===== src/rtl/i2s_tdm_tx_master.sv =====
// ---------------------------------------------------------------------------
// i2s_tdm_tx_master
//
// Multi-channel serial audio transmitter (I2S, left-justified or TDM).
// A one-frame holding buffer accepts samples from the upstream source.
// Each frame boundary moves the buffered frame into the active shift
// position. If nothing is buffered at that point, the active frame is
// zero and an underrun pulse is raised.
//
// Parameters:
//   MclkDiv   - clk_i cycles per MCLK period (even, >= 2)
//   BclkDiv   - clk_i cycles per BCLK period (even, >= 2)
//   Channels  - slots per frame, 1..16 (even for Format 0/1)
//   SlotWidth - BCLK periods per slot (>= DataWidth)
//   DataWidth - sample bits per channel, 8..32
//   Format    - 0 = I2S, 1 = left-justified, 2 = TDM
//
// Ports:
//   clk_i, rst_i   - system clock, synchronous active-high reset
//   tx_data_i      - one frame, channel n at [n*DataWidth +: DataWidth]
//   tx_valid_i     - frame valid
//   tx_ready_o     - holding buffer empty
//   en_i           - serial clock / output enable
//   i2s_mclk_o     - master clock
//   i2s_bclk_o     - bit clock
//   i2s_fs_o       - frame sync / LRCK
//   i2s_sdat_o     - serial data, MSB first
//   frame_start_o  - one-cycle pulse as bit position 0 begins
//   underrun_o     - one-cycle pulse when a frame starts with no data
// ---------------------------------------------------------------------------
module i2s_tdm_tx_master #(
    parameter int MclkDiv   = 2,
    parameter int BclkDiv   = 8,
    parameter int Channels  = 2,
    parameter int SlotWidth = 32,
    parameter int DataWidth = 24,
    parameter int Format    = 0
) (
    input  logic                          clk_i,
    input  logic                          rst_i,
    input  logic [Channels*DataWidth-1:0] tx_data_i,
    input  logic                          tx_valid_i,
    output logic                          tx_ready_o,
    input  logic                          en_i,
    output logic                          i2s_mclk_o,
    output logic                          i2s_bclk_o,
    output logic                          i2s_fs_o,
    output logic                          i2s_sdat_o,
    output logic                          frame_start_o,
    output logic                          underrun_o
);

    localparam int FrameW = Channels * DataWidth;
    localparam int McW    = $clog2(MclkDiv);
    localparam int BcW    = $clog2(BclkDiv);
    localparam int SlotW  = (Channels > 1) ? $clog2(Channels) : 1;
    localparam int KW     = (SlotWidth > 1) ? $clog2(SlotWidth) : 1;

    localparam logic [McW-1:0]   McLast   = McW'(MclkDiv - 1);
    localparam logic [McW-1:0]   McHalf   = McW'(MclkDiv / 2);
    localparam logic [BcW-1:0]   BcLast   = BcW'(BclkDiv - 1);
    localparam logic [BcW-1:0]   BcHalf   = BcW'(BclkDiv / 2);
    localparam logic [SlotW-1:0] SlotLast = SlotW'(Channels - 1);
    localparam logic [SlotW-1:0] SlotHalf = SlotW'(Channels / 2);
    localparam logic [KW-1:0]    KLast    = KW'(SlotWidth - 1);

    typedef enum logic {
        ST_IDLE = 1'b0,
        ST_RUN  = 1'b1
    } state_t;

    state_t            state, state_n;
    logic [McW-1:0]    mc, mc_n;
    logic [BcW-1:0]    bc, bc_n;
    logic [SlotW-1:0]  slot, slot_n;
    logic [KW-1:0]     k, k_n;
    logic [FrameW-1:0] holding;
    logic [FrameW-1:0] active, active_n;
    logic              full, full_n;
    logic              accept, bit_tick, frame_end, load;
    logic              sdat_n, fs_n;

    // The bit position is tracked as (slot, bit-within-slot) so that no
    // division is needed to locate a channel. Bits past DataWidth in a
    // slot are padding and read as zero.
    function automatic logic stream_bit(input logic [FrameW-1:0] frame,
                                        input logic [SlotW-1:0]  slot_idx,
                                        input logic [KW-1:0]     bit_idx);
        logic [FrameW-1:0] shifted;
        shifted = '0;
        if (int'(bit_idx) < DataWidth) begin
            shifted = frame >> (int'(slot_idx) * DataWidth + DataWidth - 1 - int'(bit_idx));
        end
        return shifted[0];
    endfunction

    always_comb begin
        accept    = tx_valid_i & tx_ready_o;
        bit_tick  = (state == ST_RUN) && (bc == BcLast);
        frame_end = bit_tick && (slot == SlotLast) && (k == KLast);
        // A frame is loaded when the serial engine starts and at every wrap.
        load      = en_i && ((state == ST_IDLE) || frame_end);

        mc_n = '0;
        if (en_i) begin
            mc_n = (mc == McLast) ? '0 : mc + 1'b1;
        end

        state_n = state;
        bc_n    = bc;
        slot_n  = slot;
        k_n     = k;
        if (!en_i) begin
            state_n = ST_IDLE;
            bc_n    = '0;
            slot_n  = '0;
            k_n     = '0;
        end else if (load) begin
            state_n = ST_RUN;
            bc_n    = '0;
            slot_n  = '0;
            k_n     = '0;
        end else if (bit_tick) begin
            bc_n = '0;
            if (k == KLast) begin
                k_n    = '0;
                slot_n = slot + 1'b1;
            end else begin
                k_n = k + 1'b1;
            end
        end else begin
            bc_n = bc + 1'b1;
        end

        active_n = active;
        if (load) begin
            active_n = full ? holding : '0;
        end

        // An accept can only happen while empty, so it never collides with
        // a buffer-to-active transfer; no bypass into the active frame.
        full_n = full;
        if (load && full) begin
            full_n = 1'b0;
        end else if (accept) begin
            full_n = 1'b1;
        end

        // Delayed formats emit the bit of the position just finished, which
        // at a wrap is the last bit of the outgoing frame. A fresh start has
        // no previous frame and emits zero.
        sdat_n = 1'b0;
        if (en_i) begin
            if (Format == 1) begin
                sdat_n = stream_bit(active_n, slot_n, k_n);
            end else if (state == ST_RUN) begin
                sdat_n = bit_tick ? stream_bit(active, slot, k) : i2s_sdat_o;
            end
        end

        fs_n = 1'b0;
        if (en_i) begin
            case (Format)
                0:       fs_n = (slot_n >= SlotHalf);
                1:       fs_n = (slot_n < SlotHalf);
                default: fs_n = (slot_n == '0) && (k_n == '0);
            endcase
        end
    end

    always_ff @(posedge clk_i) begin
        if (rst_i) begin
            state         <= ST_IDLE;
            mc            <= '0;
            bc            <= '0;
            slot          <= '0;
            k             <= '0;
            holding       <= '0;
            active        <= '0;
            full          <= 1'b0;
            tx_ready_o    <= 1'b0;
            i2s_mclk_o    <= 1'b0;
            i2s_bclk_o    <= 1'b0;
            i2s_fs_o      <= 1'b0;
            i2s_sdat_o    <= 1'b0;
            frame_start_o <= 1'b0;
            underrun_o    <= 1'b0;
        end else begin
            state         <= state_n;
            mc            <= mc_n;
            bc            <= bc_n;
            slot          <= slot_n;
            k             <= k_n;
            active        <= active_n;
            full          <= full_n;
            if (accept) begin
                holding <= tx_data_i;
            end
            tx_ready_o    <= !full_n;
            i2s_mclk_o    <= en_i && (mc_n < McHalf);
            i2s_bclk_o    <= en_i && (bc_n >= BcHalf);
            i2s_fs_o      <= fs_n;
            i2s_sdat_o    <= sdat_n;
            frame_start_o <= load;
            underrun_o    <= load && !full;
        end
    end

endmodule

===== config.mk =====
export PLATFORM = sky130hd
export DESIGN_NAME = i2s_tdm_tx_master
export DESIGN_NICKNAME = d
export VERILOG_FILES = /design/src/rtl/i2s_tdm_tx_master.sv
export SDC_FILE = /design/constraint.sdc
export NUM_CORES = 1
export LEC_CHECK = 0
export ABC_AREA = 1
export CAP_MARGIN = 20
export CORE_AREA = 2 2 106 108
export CTS_CLUSTER_SIZE = 40
export DETAILED_ROUTE_END_ITERATION = 10
export DIE_AREA = 0 0 108 110
export PLACE_DENSITY = 0.75
export SYNTH_ARGS = -nofsm -noshare
export SYNTH_HDL_FRONTEND = slang
export SYNTH_SLANG_ARGS = --single-unit
export TNS_END_PERCENT = 50

===== constraint.sdc =====
create_clock -name clk_i -period 2.1 [get_ports clk_i]
set_input_delay 0.21 -clock clk_i [delete_from_list [all_inputs] [get_ports clk_i]]
set_output_delay 0.21 -clock clk_i [all_outputs]
set_load 0.02 [all_outputs]

==> run metrics, run 1 <==
routability cong.=~0.8; Clock Power Share=52.8%; root buffer cell=clkbuf_8; CTS tree=yes; worst r2r src=k[0]; crit path max fanout=26; cell taking the most area after synthesis=dfxtp_1; largest family of logic cells by synthesized area=simple AND/OR/NAND/NOR gates; arrival time at the worst endpoint=roughly 2.4 ns; pin count of the biggest net entering global routing=54; I/O pins=59; Die Span X=108 microns; fmax=0.507 GHz; status=finished clean; power share of the combinational group=6.7%; antenna viol nets, final=0; pwr dens=~940 nW/um^2; post-synthesis sequential area ratio=48.3%; Post-Place Cells=807; skew final=0.0111 ns; Post-Syn Area=roughly 4700 sq um; number of nets in the layout=749; Synth Area in Compound Gates=14.2%; Synth top area share=48.3%; period utilization=a little over nine tenths; Critical Path Start Type=register; multi-input logic area=between 2000 and 2500 sq um; starting density of the core=44.1%; reg-to-reg slack, setup=0.13 ns; CP Class=register to register; overall power=about 5.7 mW; grt ovf=0; vias per cell=4.90; antenna cells=0; first-pass GRT wire length=approximately 18,000 microns; layout cells sized above 1=13.8%; fillers=942; FF+latch count, synth=~110; RSZ-0062 raised after global routing=true; Synth Area in Adders=about 1.9%; peak supply drop=516 uV; CP Launch Point=k[0]; Worst EP required=2.51 ns; static leakage=2.32 nW; top post-synthesis cells by count=nor2_1 (137), nand2_1 (132), dfxtp_1 (114); area grow syn2layout=29.0%; worst hold path depth=3; switching pwr=1.23 mW; Worst-path clk slew=about 0.050 ns; post-synthesis area per instance=7.40 sq um; Setup crit end kind=register; synthesis warning total=0; CTS buffer count=17; FF+latch area=~2300 sq um; DR iter-0 viols=181; Yosys cell types=24; core area=roughly 11,000 sq um; relative slew slack=56.0%; Synth Area in Simple Gates=roughly 28%; Hold Worst Slack=0.249 ns; DR WL/cell=~13 microns; Final min period=1.97 ns; CTS Sinks=114; Slew @ Worst Pin=0.660 ns; Slew Limit Fails=0; cell depth of the worst flop-to-flop path=11; final cell count without fillers=842; dpl hpwl=6980 microns; Post-synth EDFFs=0; worst hold-check path type=input port to register; internal power=4.48 mW; Util after Layout=between 50% and 60%; setup violators final=0; Hold Crit Start=en_i; Tot GR Track Use=18.8%; Hold Crit Endpoint=i2s_mclk_o; Primary FF master, synth=dfxtp_1; share of synthesized area spent on multiplexers=0%; Post-route DRC=0; Die Y=110 microns; Sw Share=a little over a fifth; Mapped Cells=638; R2R Path End=i2s_sdat_o; total wire length=10,900 microns; DR pass1 iterations=5; XOR/XNOR share of the synthesized area=0.371%; number of global-route vias before repair=3,881; Max Cap Viol=0; Die ar.=11,900 sq um; worst skew pair latency=between 0.5 and 0.6 ns; Async SR Flop Fraction=0%; initial antenna violation count=0; clock tree buffer depth=2; Rows=38; Final Hold Fails=0; Syn Nets=697; Fin Setup TNS=0 ns; register share of total power=40.4%; top post-synthesis cells by area=dfxtp_1 (48%), nor2_1 (11%), nand2_1 (10%); Via Count=4,127; Clock H-tree levels=4; count leader, synth=nor2_1; count of buffers from port buffering=58
## routing by layer
metal	track usage [%]	wire [microns]	vias up	share of wire, %
li1	-	-	2125	-
met1	23.1	4770	1887	44
met2	32.1	5420	102	50
met3	4.76	532	13	4.9
met4	6.87	133	0	1.2
met5	0	0	-	0
## per-stage QoR
step	worst slack, ns	cell area, sq um
after floorplan	0.317	4720
after global placement	0.181	5380
after detailed placement	0.0827	5380
after CTS	0.0115	6020
after global routing	-0.0155	6090
final	0.129	6090
## flip-flops by register name, summed over array words and instances (netlist names), 2 cells and up
signal	cells
k	5
active	48
holding	48
bc	2
## layout make-up
| type | count | share of cell area (%) |
|---|---|---|
| flip-flops and latches | 114 | 37.5 |
| multi-input cells | 452 | 34.6 |
| repair buffers | 73 | 12.7 |
| clock buffers | 21 | 7.70 |
| well taps | 140 | 2.88 |
| clock inverters | 10 | 2.55 |
| inverters | 32 | 2.08 |
## cells in the final DEF (no fill, tap or decap)
master,Yosys,final
clkinv_2,2,5
clkdlybuf4s50_1,0,57
nor4_1,1,1
a21oi_1,34,34
buf_4,0,7
a21oi_2,21,21
clkbuf_8,0,5
o21bai_1,1,1
dlygate4sd3_1,0,1
nor3_1,2,2
xor2_1,2,2
bufinv_16,0,4
nand3_1,28,28
nand2_1,132,132
buf_16,0,1
buf_2,6,1
o21ai_1,14,14
nand2_4,1,1
clkinv_4,0,1
buf_6,0,2
or2_2,4,4
ha_1,7,7
dfxtp_1,114,114
o21ai_0,46,46
nor2_1,137,137
nand2_2,21,21
a211oi_1,1,1
inv_2,2,2
buf_12,3,3
clkinvlp_4,0,2
inv_1,28,28
clkbuf_16,0,17
## power by group through the flow
stage	Sequential, mW	Combinational, mW	Clock [mW]
4_1_cts	2.31	0.375	3.03
3_3_place_gp	2.35	0.363	0
2_1_floorplan	2.34	0.216	0
5_1_grt	2.32	0.429	3.15
6_report	2.31	0.384	3.02
3_5_place_dp	2.35	0.372	0
## worst max-delay path by stage
stage               cells past startpoint    endpoint
floorplan                              14  active[31]
global placement                       13  active[10]
detailed placement                     13  active[10]
CTS                                    13  active[24]
global route                           13  active[13]
finish                                 11  i2s_sdat_o
## cell families (layout without fill, tap and decap cells)
family,count (synthesis),count (layout)
compound gates,117,117
xor+xnor,2,2
fa+ha+maj,7,7
buf+inv,72,136
flops,114,114
simple gates,326,326
## worst max-delay path, stage by stage, from the launching register on
cell     delay [ns]
dfxtp_1        0.33
buf_4          0.31
inv_2          0.26
or2_2          0.34
nand2_1        0.06
nand3_1        0.10
nand3_1        0.09
nand3_1        0.06
nand3_1        0.08
nand2_1        0.06
nand2_1        0.08
a21oi_1        0.07
## repair_timing
item,CTS,global route
endpoints found under the hold margin,1,0
hold buffers,1,0
setup endpoints to repair,0,42
gates resized for setup,0,4
setup buffers,0,1
(Power assumes the default switching activity.)
==> inputs of run 2 (changes only) <==
--- a/config.mk
+++ b/config.mk
@@ -11,6 +11,8 @@
 export CTS_CLUSTER_SIZE = 40
 export DETAILED_ROUTE_END_ITERATION = 10
 export DIE_AREA = 0 0 108 110
+export HOLD_SLACK_MARGIN = 0.03
+export MAX_ROUTING_LAYER = met4
 export PLACE_DENSITY = 0.75
 export SYNTH_ARGS = -nofsm -noshare
 export SYNTH_HDL_FRONTEND = slang
==> run metrics, run 2 (synthesis results as in run 1) <==
Hold Worst Slack=0.253 ns (was 0.249 ns); internal power=4.48 mW (about the same); fmax=0.505 GHz (was 0.507 GHz); DR WL/cell=12.9 microns (about the same); Worst EP required=2.50 ns (was 2.51 ns); static leakage=2.32 nW (unchanged); vias per cell=4.98 (was 4.90); Setup crit end kind=register (unchanged); number of global-route vias before repair=3,889 (was 3,881); Fin Setup TNS=0 ns (unchanged); count of buffers from port buffering=58 (unchanged); relative slew slack=55.7% (was 56.0%); total wire length=10,800 microns (was 10,900 microns); RSZ-0062 raised after global routing=true (unchanged); switching pwr=1.22 mW (was 1.23 mW); Final min period=1.98 ns (was 1.97 ns); Clock Power Share=52.8% (about the same); Clock H-tree levels=4 (unchanged); Slew @ Worst Pin=0.665 ns (was 0.660 ns); final cell count without fillers=842 (unchanged); Sw Share=21.4% (was 21.6%); Largest regs=active x48, holding x48, k x5 (unchanged); peak supply drop=506 uV (was 516 uV); setup slack after placement=0.0827 ns (unchanged); first-pass GRT wire length=17,700 microns (about the same); DR pass1 iterations=5 (unchanged); area grow syn2layout=29.0% (unchanged); Util after Layout=56.9% (unchanged); Final Hold Fails=0 (unchanged); Die Y=110 microns (unchanged); root buffer cell=clkbuf_8 (unchanged); antenna cells=0 (unchanged); skew final=0.00990 ns (was 0.0111 ns); Max Cap Viol=0 (unchanged); routability cong.=0.815 (was 0.804); CTS Sinks=114 (unchanged); CTS buffer count=17 (unchanged); CP Class=register to register (unchanged); I/O pins=59 (unchanged); initial antenna violation count=0 (unchanged); number of nets in the layout=749 (unchanged); status=finished clean (unchanged); pin count of the biggest net entering global routing=54 (unchanged); Via Count=4,191 (was 4,127); core area=10,700 sq um (unchanged); commonest cells after routing, fill and taps aside=nor2_1 (137), nand2_1 (132), dfxtp_1 (114), clkdlybuf4s50_1 (57), o21ai_0 (46) (unchanged); dpl hpwl=6980 microns (unchanged); clock tree buffer depth=2 (unchanged); Post-Place Cells=807 (unchanged); Die Span X=108 microns (unchanged); grt ovf=0 (unchanged); Critical Path Start Type=register (unchanged); starting density of the core=44.1% (unchanged); worst hold-check path type=input port to register (unchanged); Die ar.=11,900 sq um (unchanged); Slew Limit Fails=0 (unchanged); register share of total power=40.5% (was 40.4%); Worst-path clk slew=0.05 ns (about the same); power share of the combinational group=6.7% (about the same); Post-route DRC=0 (unchanged); layout cells sized above 1=13.8% (unchanged); Rows=38 (unchanged); most common cell after layout, fill and taps aside=nor2_1 (unchanged); worst skew pair latency=0.52 ns (was 0.53 ns); antenna viol nets, final=0 (unchanged); arrival time at the worst endpoint=2.38 ns (about the same); Tot GR Track Use=19.4% (was 18.8%); CTS tree=yes (unchanged); CP Launch Point=k[0] (unchanged); DR iter-0 viols=239 (was 181); final worst slack=0.122 ns (was 0.129 ns); pwr dens=936 nW/um^2 (was 937 nW/um^2); period utilization=94.2% (was 93.9%); Hold Crit Start=en_i (unchanged); crit path max fanout=26 (unchanged); setup violators final=0 (unchanged); worst r2r src=k[0] (unchanged)
run 2: cell counts in the layout (fill, tap and decap cells not counted):
Identical to the previous run, type by type.
run 2: power groups by stage:
stage          sequential (mW)  clock [mW]  combinational, mW
3_3_place_gp              2.35           0              0.363
5_1_grt                   2.32        3.15              0.430
4_1_cts                   2.31        3.03              0.375
6_report                  2.31        3.01              0.385
3_5_place_dp              2.35           0              0.372
2_1_floorplan             2.34           0              0.216
run 2: timing repair:
| action | CTS | global route |
|---|---|---|
| endpoints found under the hold margin | 1 | 0 |
| hold buffers | 1 | 0 |
| setup endpoints to repair | 0 | 42 |
| gates resized for setup | 0 | 4 |
| buffers inserted | 0 | 1 |
run 2: per-layer routing:
metal | share of wire, % | track usage, % | up-vias
met2 | 50 | 32.0 | 115
met5 | 0 | - | -
li1 | - | - | 2128
met1 | 44 | 23.2 | 1931
met3 | 4.5 | 4.41 | 17
met4 | 1.2 | 7.69 | 0
run 2: path summary, 6_finish.rpt:
| kind | to | slack (ns) | cells past startpoint |
|---|---|---|---|
| hold / removal | i2s_mclk_o | 0.25 | 3 |
| setup / recovery | i2s_sdat_o | 0.12 | 11 |
| setup reg to reg | i2s_sdat_o | 0.12 | 11 |
| hold reg to reg | mc | 0.41 | 1 |
run 2: cell type report:
| class | count | area [sq um] |
|---|---|---|
| multi-input cells | 452 | 2110 |
| clock inverters | 10 | 155 |
| clock buffers | 21 | 469 |
| well taps | 140 | 175 |
| flip-flops and latches | 114 | 2280 |
| inverters | 32 | 126 |
| repair buffers | 73 | 773 |
| fillers | 942 | 4610 |
run 2: metrics by stage:
stage	instance area [sq um]	total power, mW
floorplan	4720	2.56
global placement	5380	2.71
detailed placement	5380	2.72
CTS	6020	5.71
global route	6090	5.89
finish	6090	5.70
run 2: worst max-delay path, stage by stage, from the launching register on:
cell and delay, ns:
dfxtp_1 0.33, buf_4 0.31, inv_2 0.27, or2_2 0.34, nand2_1 0.06, nand3_1 0.10, nand3_1 0.09, nand3_1 0.07
nand3_1 0.08, nand2_1 0.06, nand2_1 0.08, a21oi_1 0.07
